===== src/rtl/i2c_pkg.sv =====
// Shared types and widths for the I2C register-side blocks.
package i2c_pkg;

    localparam int I2C_ADDR_W = 8;
    localparam int I2C_DATA_W = 8;

    typedef enum logic [2:0] {
        ST_IDLE     = 3'd0,
        ST_RD_WAIT  = 3'd1,
        ST_RD_VALID = 3'd2,
        ST_RD_DONE  = 3'd3,
        ST_WR_ACK   = 3'd4
    } regbank_state_t;

endpackage


===== src/rtl/i2c_register_bank.sv =====
// Register bank behind the I2C peripheral: constant ID at address 0, read-only status mirrors,
// and R/W control registers, served over a read/ack and 4-phase write/ack handshake.
module i2c_register_bank
    import i2c_pkg::*;
#(
    parameter int                      NUM_REGS     = 16,
    parameter logic [7:0]              DEVICE_ID    = 8'hA5,
    parameter logic [NUM_REGS-1:0]     RO_MASK      = 16'h0002,
    parameter logic [NUM_REGS*8-1:0]   RESET_VALUES = '0,
    parameter int                      READ_LATENCY = 1,
    parameter logic [7:0]              OOR_DATA     = 8'hFF
) (
    input  logic                    i_sys_clk,
    input  logic                    i_rst_n,
    input  logic [I2C_ADDR_W-1:0]   i_register_address,
    input  logic                    i_read_enable,
    output logic [I2C_DATA_W-1:0]   o_register_data,
    output logic                    o_read_valid,
    input  logic                    i_read_ack,
    input  logic [I2C_DATA_W-1:0]   i_register_data,
    input  logic                    i_write_valid,
    output logic                    o_write_ack,
    input  logic [NUM_REGS*8-1:0]   i_status,
    output logic [NUM_REGS*8-1:0]   o_regs,
    output logic                    o_write_strobe,
    output logic [I2C_ADDR_W-1:0]   o_write_addr,
    output logic                    o_access_error,
    output regbank_state_t          o_state
);

    // Handshakes: a read is accepted in IDLE when i_read_enable=1 and answered by o_read_valid,
    // which holds with stable data until i_read_ack=1. A write is accepted in IDLE when
    // i_write_valid=1; o_write_ack rises and stays high until i_write_valid drops (4-phase).

    localparam int         IDX_W    = (NUM_REGS > 1) ? $clog2(NUM_REGS) : 1;
    localparam logic [3:0] CNT_INIT = 4'(READ_LATENCY - 1);
    localparam logic [255:0] RO_FULL = 256'(RO_MASK);

    function automatic logic in_range(input logic [I2C_ADDR_W-1:0] a);
        return int'(a) < NUM_REGS;
    endfunction

    regbank_state_t        state_q, state_d;
    logic [3:0]            cnt_q;
    logic [I2C_ADDR_W-1:0] rd_addr_q;
    logic [7:0]            regs_q [NUM_REGS];

    logic do_write, do_rd_start, do_present, do_rd_clear, do_wr_release, cnt_dec;
    logic wr_ok;
    logic [IDX_W-1:0] wr_idx, rd_idx;
    logic [7:0] rd_data;
    logic       rd_oor;

    assign o_state = state_q;
    assign wr_idx  = i_register_address[IDX_W-1:0];
    assign rd_idx  = rd_addr_q[IDX_W-1:0];
    assign wr_ok   = in_range(i_register_address) && (i_register_address != '0)
                     && !RO_FULL[i_register_address];

    // ID and read-only slots are never stored; they always show their live source.
    for (genvar n = 0; n < NUM_REGS; n++) begin : g_slot
        if (n == 0) begin : g_id
            assign o_regs[7:0] = DEVICE_ID;
        end else if (RO_MASK[n]) begin : g_ro
            assign o_regs[8*n +: 8] = i_status[8*n +: 8];
        end else begin : g_rw
            assign o_regs[8*n +: 8] = regs_q[n];
        end
    end

    always_comb begin
        rd_data = OOR_DATA;
        rd_oor  = 1'b1;
        if (in_range(rd_addr_q)) begin
            rd_oor = 1'b0;
            if (rd_addr_q == '0)
                rd_data = DEVICE_ID;
            else if (RO_FULL[rd_addr_q])
                rd_data = i_status[{rd_idx, 3'b000} +: 8];
            else
                rd_data = regs_q[rd_idx];
        end
    end

    always_comb begin
        state_d       = state_q;
        do_write      = 1'b0;
        do_rd_start   = 1'b0;
        do_present    = 1'b0;
        do_rd_clear   = 1'b0;
        do_wr_release = 1'b0;
        cnt_dec       = 1'b0;
        case (state_q)
            ST_IDLE: begin
                if (i_write_valid) begin
                    do_write = 1'b1;
                    state_d  = ST_WR_ACK;
                end else if (i_read_enable) begin
                    do_rd_start = 1'b1;
                    state_d     = ST_RD_WAIT;
                end
            end
            ST_RD_WAIT: begin
                if (cnt_q == '0) begin
                    do_present = 1'b1;
                    state_d    = ST_RD_VALID;
                end else begin
                    cnt_dec = 1'b1;
                end
            end
            ST_RD_VALID: begin
                if (i_read_ack) begin
                    do_rd_clear = 1'b1;
                    state_d     = ST_RD_DONE;
                end
            end
            ST_RD_DONE: begin
                // A still-asserted request for the same address was already served.
                if (!i_read_enable) begin
                    state_d = ST_IDLE;
                end else if (i_register_address != rd_addr_q) begin
                    do_rd_start = 1'b1;
                    state_d     = ST_RD_WAIT;
                end
            end
            ST_WR_ACK: begin
                if (!i_write_valid) begin
                    do_wr_release = 1'b1;
                    state_d       = ST_IDLE;
                end
            end
            default: state_d = ST_IDLE;
        endcase
    end

    always_ff @(posedge i_sys_clk or negedge i_rst_n) begin
        if (!i_rst_n) begin
            state_q         <= ST_IDLE;
            cnt_q           <= '0;
            rd_addr_q       <= '0;
            o_register_data <= '0;
            o_read_valid    <= 1'b0;
            o_write_ack     <= 1'b0;
            o_write_strobe  <= 1'b0;
            o_write_addr    <= '0;
            o_access_error  <= 1'b0;
            for (int n = 0; n < NUM_REGS; n++)
                regs_q[n] <= RESET_VALUES[8*n +: 8];
        end else begin
            state_q        <= state_d;
            o_write_strobe <= 1'b0;
            o_access_error <= 1'b0;
            if (do_write) begin
                o_write_ack <= 1'b1;
                if (wr_ok) begin
                    regs_q[wr_idx] <= i_register_data;
                    o_write_strobe <= 1'b1;
                    o_write_addr   <= i_register_address;
                end else begin
                    o_access_error <= 1'b1;
                end
            end
            if (do_wr_release)
                o_write_ack <= 1'b0;
            if (do_rd_start) begin
                rd_addr_q <= i_register_address;
                cnt_q     <= CNT_INIT;
            end
            if (cnt_dec)
                cnt_q <= cnt_q - 4'd1;
            if (do_present) begin
                o_register_data <= rd_data;
                o_read_valid    <= 1'b1;
                o_access_error  <= rd_oor;
            end
            if (do_rd_clear)
                o_read_valid <= 1'b0;
        end
    end

endmodule


===== config.mk =====
export PLATFORM = sky130hd
export DESIGN_NAME = i2c_register_bank
export DESIGN_NICKNAME = d
export VERILOG_FILES = /design/src/rtl/i2c_pkg.sv /design/src/rtl/i2c_register_bank.sv
export SDC_FILE = /design/constraint.sdc
export NUM_CORES = 1
export LEC_CHECK = 0
export CORE_MARGIN = 3
export CORE_UTILIZATION = 49
export CTS_CLUSTER_SIZE = 40
export DETAILED_ROUTE_END_ITERATION = 8
export PLACE_DENSITY = 0.95
export SYNTH_ARGS = -nofsm -noshare
export SYNTH_HDL_FRONTEND = slang
export SYNTH_SLANG_ARGS = --single-unit

===== constraint.sdc =====
create_clock -name i_sys_clk -period 4.3 [get_ports i_sys_clk]
set_input_delay 1.075 -clock i_sys_clk [delete_from_list [all_inputs] [get_ports i_sys_clk]]
set_output_delay 1.075 -clock i_sys_clk [all_outputs]
set_load 0.005 [all_outputs]

==> flow_metrics.env, run 1 <==
export IMPL_antenna_cells=0
export IMPL_fin_nets=849
export IMPL_yosysTopAreaCell="dfrtp_1"
export IMPL_fp_row_count=46
export IMPL_fin_area_um2=9760
export IMPL_cts_buffers=17
export IMPL_cts_root_buf="clkbuf_16"
export IMPL_holdBufCountCts=0
export IMPL_yosysUniqueCellTypes=59
export IMPL_hpwl_um=15000
export IMPL_fmax_ghz=0.308
export IMPL_ys_flop_type="dfrtp_1"
export IMPL_yosys_top_cells_area="dfrtp_1, mux2_2, buf_4"
export IMPL_regArea_um2=3960
export IMPL_fin_crit_ps=3250
export IMPL_ios=300
export IMPL_postCtsSetupBuffers=0
export IMPL_synthToLayoutAreaGrowth_pct=18.1
export IMPL_wire_per_inst_um=23.2
export IMPL_status="complete, no violations"
export IMPL_end_kind="flip-flop"
export IMPL_drive_gt1_frac=0.282
export IMPL_clock_latency_ps=430
export IMPL_worstPathRequired_ps=4610
export IMPL_crit_fanout=9
export IMPL_die_width_um=136
export IMPL_setup_tns_ps=0
export IMPL_vias=5253
export IMPL_yosysSeqAreaShare=0.478
export IMPL_synth_avg_cell_area_um2=12.4
export IMPL_die_h_um=136
export IMPL_p_per_area_nw_per_um2=456
export IMPL_path_cells="clkdlybuf4s50_1, or4b_4, nor2b_2, nand3_4, nor3_4, mux2_2"
export IMPL_clock_sinks=158
export IMPL_slew_headroom=0.211
export IMPL_synth_edff_count=0
export IMPL_max_stage_delay_ps=510
export IMPL_rsz0062_at_grt="false"
export IMPL_groute_usage_overall=0.240
export IMPL_final_period_utilization=0.755
export IMPL_clock_path_buffers=2
export IMPL_first_global_vias=5458
export IMPL_cp_top_family="simple AND/OR/NAND/NOR gates"
export IMPL_grt_max_degree=99
export IMPL_hold_viol_final=0
export IMPL_ctsHtreeMaxLevel=4
export IMPL_startpoint_type="input pin"
export IMPL_drv_cap=0
export IMPL_synth_warnings=0
export IMPL_port_buffers=171
export IMPL_critPathSlowestCell="nor3_4"
export IMPL_tightest_slew_ps=1170
export IMPL_multiInputGateArea_um2=3150
export IMPL_core_area_um2=16200
export IMPL_finalMaxSlewViolations=0
export IMPL_overflow=0
export IMPL_cts_tree="done"
export IMPL_n_fill_cell=1239
export IMPL_syn_inst=666
export IMPL_finalSetupViolCount=0
export IMPL_dieArea_um2=18500
export IMPL_ys_async_sr_fraction=1.00
export IMPL_total_power_mw=4.45
export IMPL_drt_initial_drc_count=271
export IMPL_worstSetupPathType="input pin to flip-flop"
export IMPL_syn_area_um2=8260
export IMPL_arrival_ps=3560
export IMPL_dpl_cell_count=896
export IMPL_antenna_found_initial=0
export IMPL_ant_nets=0
export IMPL_crit_buf_inv=1
export IMPL_peakVddDrop_v=0.000292
export IMPL_final_setup_skew_ps=9.20
export IMPL_grt_first_pass_wirelength_um=32500
export IMPL_first_pass_iters=4
export IMPL_ys_ff_latch=158
export IMPL_synth_top_area_share=0.478
export IMPL_start_util=0.511
export IMPL_postPlaceCellArea_um2=9210
export IMPL_hold_class="flip-flop to flip-flop"
export IMPL_viasPerCell=5.66
export IMPL_path_clk_slew_ps=60
export IMPL_wl_um=21500
export IMPL_cts_resized=0
export IMPL_drc=0
export IMPL_layout_cells_non_filler=928
export IMPL_fin_util=0.603
export IMPL_leakage_nw=4.36
export IMPL_gp_congestion=0.765
==> registers in the layout, indices dropped and copies added, names as in the netlist <==
| register | count |
|---|---|
| o_write_strobe | 1 |
| o_read_valid | 1 |
| o_write_ack | 1 |
| o_state | 3 |
| rd_addr_q | 8 |
| o_write_addr | 8 |
| o_register_data | 8 |
| cnt_q | 4 |
| regs_q | 11 |
| o_regs | 112 |
| o_access_error | 1 |
==> per-stage QoR <==
step,setup WS [ps],hold WS [ps]
after floorplan,1530,425
after global placement,649,360
after detailed placement,632,365
after CTS,1070,378
after global routing,1010,390
final,1050,378
==> cell usage in the layout, fill, tap and decap left out, types with 2 or more instances in the layout <==
| cell | synthesis | final |
|---|---|---|
| xnor2_1 | 8 | 8 |
| or4_1 | 2 | 2 |
| a31oi_1 | 3 | 3 |
| nand2b_1 | 2 | 2 |
| nor3b_4 | 2 | 2 |
| nand3_1 | 8 | 8 |
| buf_4 | 128 | 10 |
| o21ai_0 | 5 | 5 |
| nor2b_1 | 5 | 5 |
| nand3_4 | 3 | 3 |
| clkbuf_1 | 31 | 3 |
| a22oi_1 | 5 | 5 |
| nand2_1 | 23 | 23 |
| nor4_1 | 3 | 3 |
| a311oi_1 | 3 | 3 |
| clkbuf_16 | 0 | 17 |
| clkdlybuf4s50_1 | 0 | 170 |
| clkbuf_8 | 0 | 2 |
| and3b_1 | 2 | 2 |
| mux2i_1 | 19 | 19 |
| a21oi_1 | 13 | 13 |
| clkinv_2 | 0 | 3 |
| conb_1 | 2 | 8 |
| a211oi_1 | 2 | 2 |
| nor3_1 | 5 | 5 |
| dfrtp_1 | 158 | 157 |
| mux2_2 | 122 | 122 |
| a221oi_1 | 3 | 3 |
| o221ai_1 | 3 | 3 |
| nor3b_1 | 6 | 6 |
| nor2_1 | 18 | 18 |
| and2_1 | 7 | 7 |
| nand2_2 | 6 | 6 |
| o2111ai_1 | 3 | 3 |
| mux4_2 | 21 | 21 |
| inv_1 | 4 | 4 |
| nand4_1 | 3 | 3 |
| clkinvlp_4 | 0 | 6 |
==> worst register-to-register path, delay by kind of cell, from the launching register on <==
| family | cells | cell delay (ps) |
|---|---|---|
| flip-flops | 1 | 400 |
| AND/OR/NAND/NOR | 2 | 1590 |
| AO/OA/AOI/OAI | 2 | 580 |
==> worst paths after layout <==
kind | to | cells after the start | from | slack [ps]
max | o_regs[98] | 6 | i_write_valid | 1050
min | regs_q[127] | 0 | regs_q[127] | 380
max reg2reg | o_register_data[1] | 4 | rd_addr_q[7] | 1570
min reg2reg | regs_q[127] | 0 | regs_q[127] | 380
max in group asynchronous | o_regs[38] | 2 | i_rst_n | 2770
min in group asynchronous | o_regs[73] | 1 | i_rst_n | 740
==> final cells by class <==
type,count,area share
flip-flops and latches,158,0.405
clock buffers,22,0.0476
inverters,5,0.00192
well taps,216,0.0277
multi-input cells,335,0.323
clock inverters,10,0.00923
repair buffers,182,0.185
==> cells by family (layout without fill, tap and decap cells) <==
logic type / count (synthesis) / count (layout) / share of synthesized area
flops: 158 / 158 / 0.478
compound gates: 51 / 51 / 0.0433
buf+inv: 179 / 219 / 0.143
other cells: 2 / 8 / 0.000909
xor+xnor: 9 / 9 / 0.00954
fa+ha+maj: 1 / 1 / 0.00151
simple gates: 103 / 103 / 0.0757
mux: 163 / 163 / 0.248
==> cells in the mapped netlist (all sizes together), types with 6 or more instances <==
| cell type | number |
|---|---|
| mux2i | 19 |
| clkbuf | 31 |
| buf | 143 |
| a21oi | 13 |
| mux4 | 21 |
| dfrtp | 158 |
| nor3 | 6 |
| nor2 | 19 |
| xnor2 | 8 |
| nor3b | 8 |
| nand3 | 11 |
| nor2b | 6 |
| and2 | 7 |
| mux2 | 123 |
| nand2 | 29 |
==> layer usage <==
metal	GRT usage	vias up	part of all wire
li1	-	2298	-
met1	0.312	2717	0.40
met2	0.385	213	0.48
met3	0.0777	25	0.097
met4	0.0778	0	0.017
met5	0	-	0
==> power breakdown <==
part,switching (mW),internal [mW],total (mW)
Clock,0.590,0.822,1.41
Combinational,0.498,0.603,1.10
Sequential,0.296,1.64,1.94
Note: power is estimated with default switching activity, not from simulation.
==> run 2: changes to the inputs <==
--- a/config.mk
+++ b/config.mk
@@ -6,10 +6,10 @@
 export NUM_CORES = 1
 export LEC_CHECK = 0
 export CORE_MARGIN = 3
-export CORE_UTILIZATION = 49
+export CORE_UTILIZATION = 45
 export CTS_CLUSTER_SIZE = 40
 export DETAILED_ROUTE_END_ITERATION = 8
-export PLACE_DENSITY = 0.95
+export PLACE_DENSITY = 0.91
 export SYNTH_ARGS = -nofsm -noshare
 export SYNTH_HDL_FRONTEND = slang
 export SYNTH_SLANG_ARGS = --single-unit
==> constraint.sdc (replaced) <==
create_clock -name i_sys_clk -period 3.1 [get_ports i_sys_clk]
set_input_delay 0.775 -clock i_sys_clk [delete_from_list [all_inputs] [get_ports i_sys_clk]]
set_output_delay 0.775 -clock i_sys_clk [all_outputs]
set_load 0.005 [all_outputs]
==> flow_metrics.env, run 2 (synthesis gave the netlist of run 1 again) <==
export IMPL_first_global_vias=5611
export IMPL_final_common_cell="clkdlybuf4s50_1"
export IMPL_hold_class="input pin to async pin"
export IMPL_final_cell_mix="clkdlybuf4s50_1, dfrtp_1, mux2_2, buf_4, nand2_1"
export IMPL_peakVddDrop_v=0.000392
export IMPL_cp_endpoint="o_regs[84]"
export IMPL_max_stage_delay_ps=490
export IMPL_postCtsSetupBuffers=0
export IMPL_fin_area_um2=10100
export IMPL_slew_headroom=0.459
export IMPL_clock_path_buffers=2
export IMPL_use_met1=0.291
export IMPL_fp_row_count=48
export IMPL_n_fill_cell=1485
export IMPL_p_per_area_nw_per_um2=641
export IMPL_drive_gt1_frac=0.309
export IMPL_worst_path_stages=6
export IMPL_fmax_ghz=0.368
export IMPL_finalMaxSlewViolations=0
export IMPL_ctsHtreeMaxLevel=4
export IMPL_groute_usage_overall=0.223
export IMPL_setup_tns_ps=0
export IMPL_die_h_um=142
export IMPL_cts_buffers=17
export IMPL_drv_cap=0
export IMPL_cts_tree="done"
export IMPL_core_area_um2=17700
export IMPL_dieArea_um2=20000
export IMPL_cts_root_buf="clkbuf_16"
export IMPL_vias=5349
export IMPL_rrSetupSlack_ps=640
export IMPL_die_width_um=142
export IMPL_overflow=0
export IMPL_grt_first_pass_wirelength_um=33500
export IMPL_antenna_cells=0
export IMPL_cp_top_family="simple AND/OR/NAND/NOR gates"
export IMPL_hold_viol_final=0
export IMPL_critPathSlowestCell="clkdlybuf4s50_1"
export IMPL_status="complete, no violations"
export IMPL_worstSetupPathType="input pin to flip-flop"
export IMPL_start_util=0.468
export IMPL_holdBufCountCts=0
export IMPL_tightest_slew_ps=812
export IMPL_ant_nets=0
export IMPL_antenna_found_initial=0
export IMPL_busiest_layer="met2"
export IMPL_cts_resized=0
export IMPL_final_setup_skew_ps=9.01
export IMPL_r2r_end="o_regs[84]"
export IMPL_path_clk_slew_ps=60
export IMPL_postPlaceCellArea_um2=9480
export IMPL_crit_fanout=8
export IMPL_r2r_cells=5
export IMPL_wire_per_inst_um=23.0
export IMPL_grt_max_degree=64
export IMPL_largest_reg_flops=112
export IMPL_port_buffers=171
export IMPL_wl_um=22000
export IMPL_fin_util=0.572
export IMPL_fin_crit_ps=2720
export IMPL_hpwl_um=15700
export IMPL_total_power_mw=6.48
export IMPL_dpl_cell_count=929
export IMPL_synthToLayoutAreaGrowth_pct=22.2
export IMPL_fin_nets=873
export IMPL_hold_slack_ps=268
export IMPL_layout_cells_non_filler=960
export IMPL_crit_buf_inv=1
export IMPL_drc=0
export IMPL_ios=300
export IMPL_layout_setup_ws_ps=379
export IMPL_clock_latency_ps=430
export IMPL_grt_use_met2=0.353
export IMPL_path_cells="clkdlybuf4s50_1, or4b_4, nor2b_2, and3b_1, nand2_2, mux2_2"
export IMPL_viasPerCell=5.57
export IMPL_leakage_nw=4.54
export IMPL_final_period_utilization=0.878
export IMPL_gr_usage_met3=0.0698
export IMPL_end_kind="flip-flop"
export IMPL_setup_worst_path_start="i_write_valid"
export IMPL_gp_congestion=0.792
export IMPL_worstPathRequired_ps=3410
export IMPL_clock_sinks=158
export IMPL_first_pass_iters=4
export IMPL_r2r_start="o_state[0]"
export IMPL_startpoint_type="input pin"
export IMPL_drt_initial_drc_count=244
export IMPL_dpl_worst_slack_ps=-45.3
export IMPL_finalSetupViolCount=0
export IMPL_rsz0062_at_grt="false"
export IMPL_arrival_ps=3030
-- run 2: changes by cell type in the layout (fill, tap and decap cells not counted) --
cell	before	now
clkinv_4	0	4
bufinv_16	1	3
buf_4	10	27
buf_12	1	8
clkbuf_1	3	0
inv_6	0	1
clkinv_2	3	1
clkinvlp_4	6	3
-- run 2: worst min-delay path by stage --
stage                      startpoint              end  slack, ps
final                         i_rst_n  o_write_addr[4]        270
after floorplan           regs_q[113]      regs_q[113]        420
after detailed placement  regs_q[124]      regs_q[124]        360
after CTS                     i_rst_n  o_write_addr[4]        270
after global placement    regs_q[114]      regs_q[114]        360
after global routing          i_rst_n  o_write_addr[5]        280
-- run 2: where the power goes --
part           total (mW)  leakage, nW  switching [mW]  internal (mW)
clock network        2.17        0.292           0.858           1.31
logic                1.68         2.12           0.785          0.899
registers            2.63         2.13           0.346           2.28
-- run 2: final cells by class --
class | instances | area [um2] | area share
multi-input cells | 335 | 3150 | 0.312
clock inverters | 12 | 161 | 0.0160
inverters | 5 | 18.8 | 0.00186
flip-flops and latches | 158 | 3960 | 0.392
repair buffers | 206 | 2080 | 0.206
well taps | 225 | 282 | 0.0279
clock buffers | 19 | 453 | 0.0449
-- run 2: layer usage --
metal / routed length, um / part of all wire / vias up
met5: 0 / 0 / -
met4: 600 / 0.027 / 0
met3: 1870 / 0.085 / 46
met2: 10600 / 0.48 / 241
met1: 9010 / 0.41 / 2727
li1: - / - / 2335
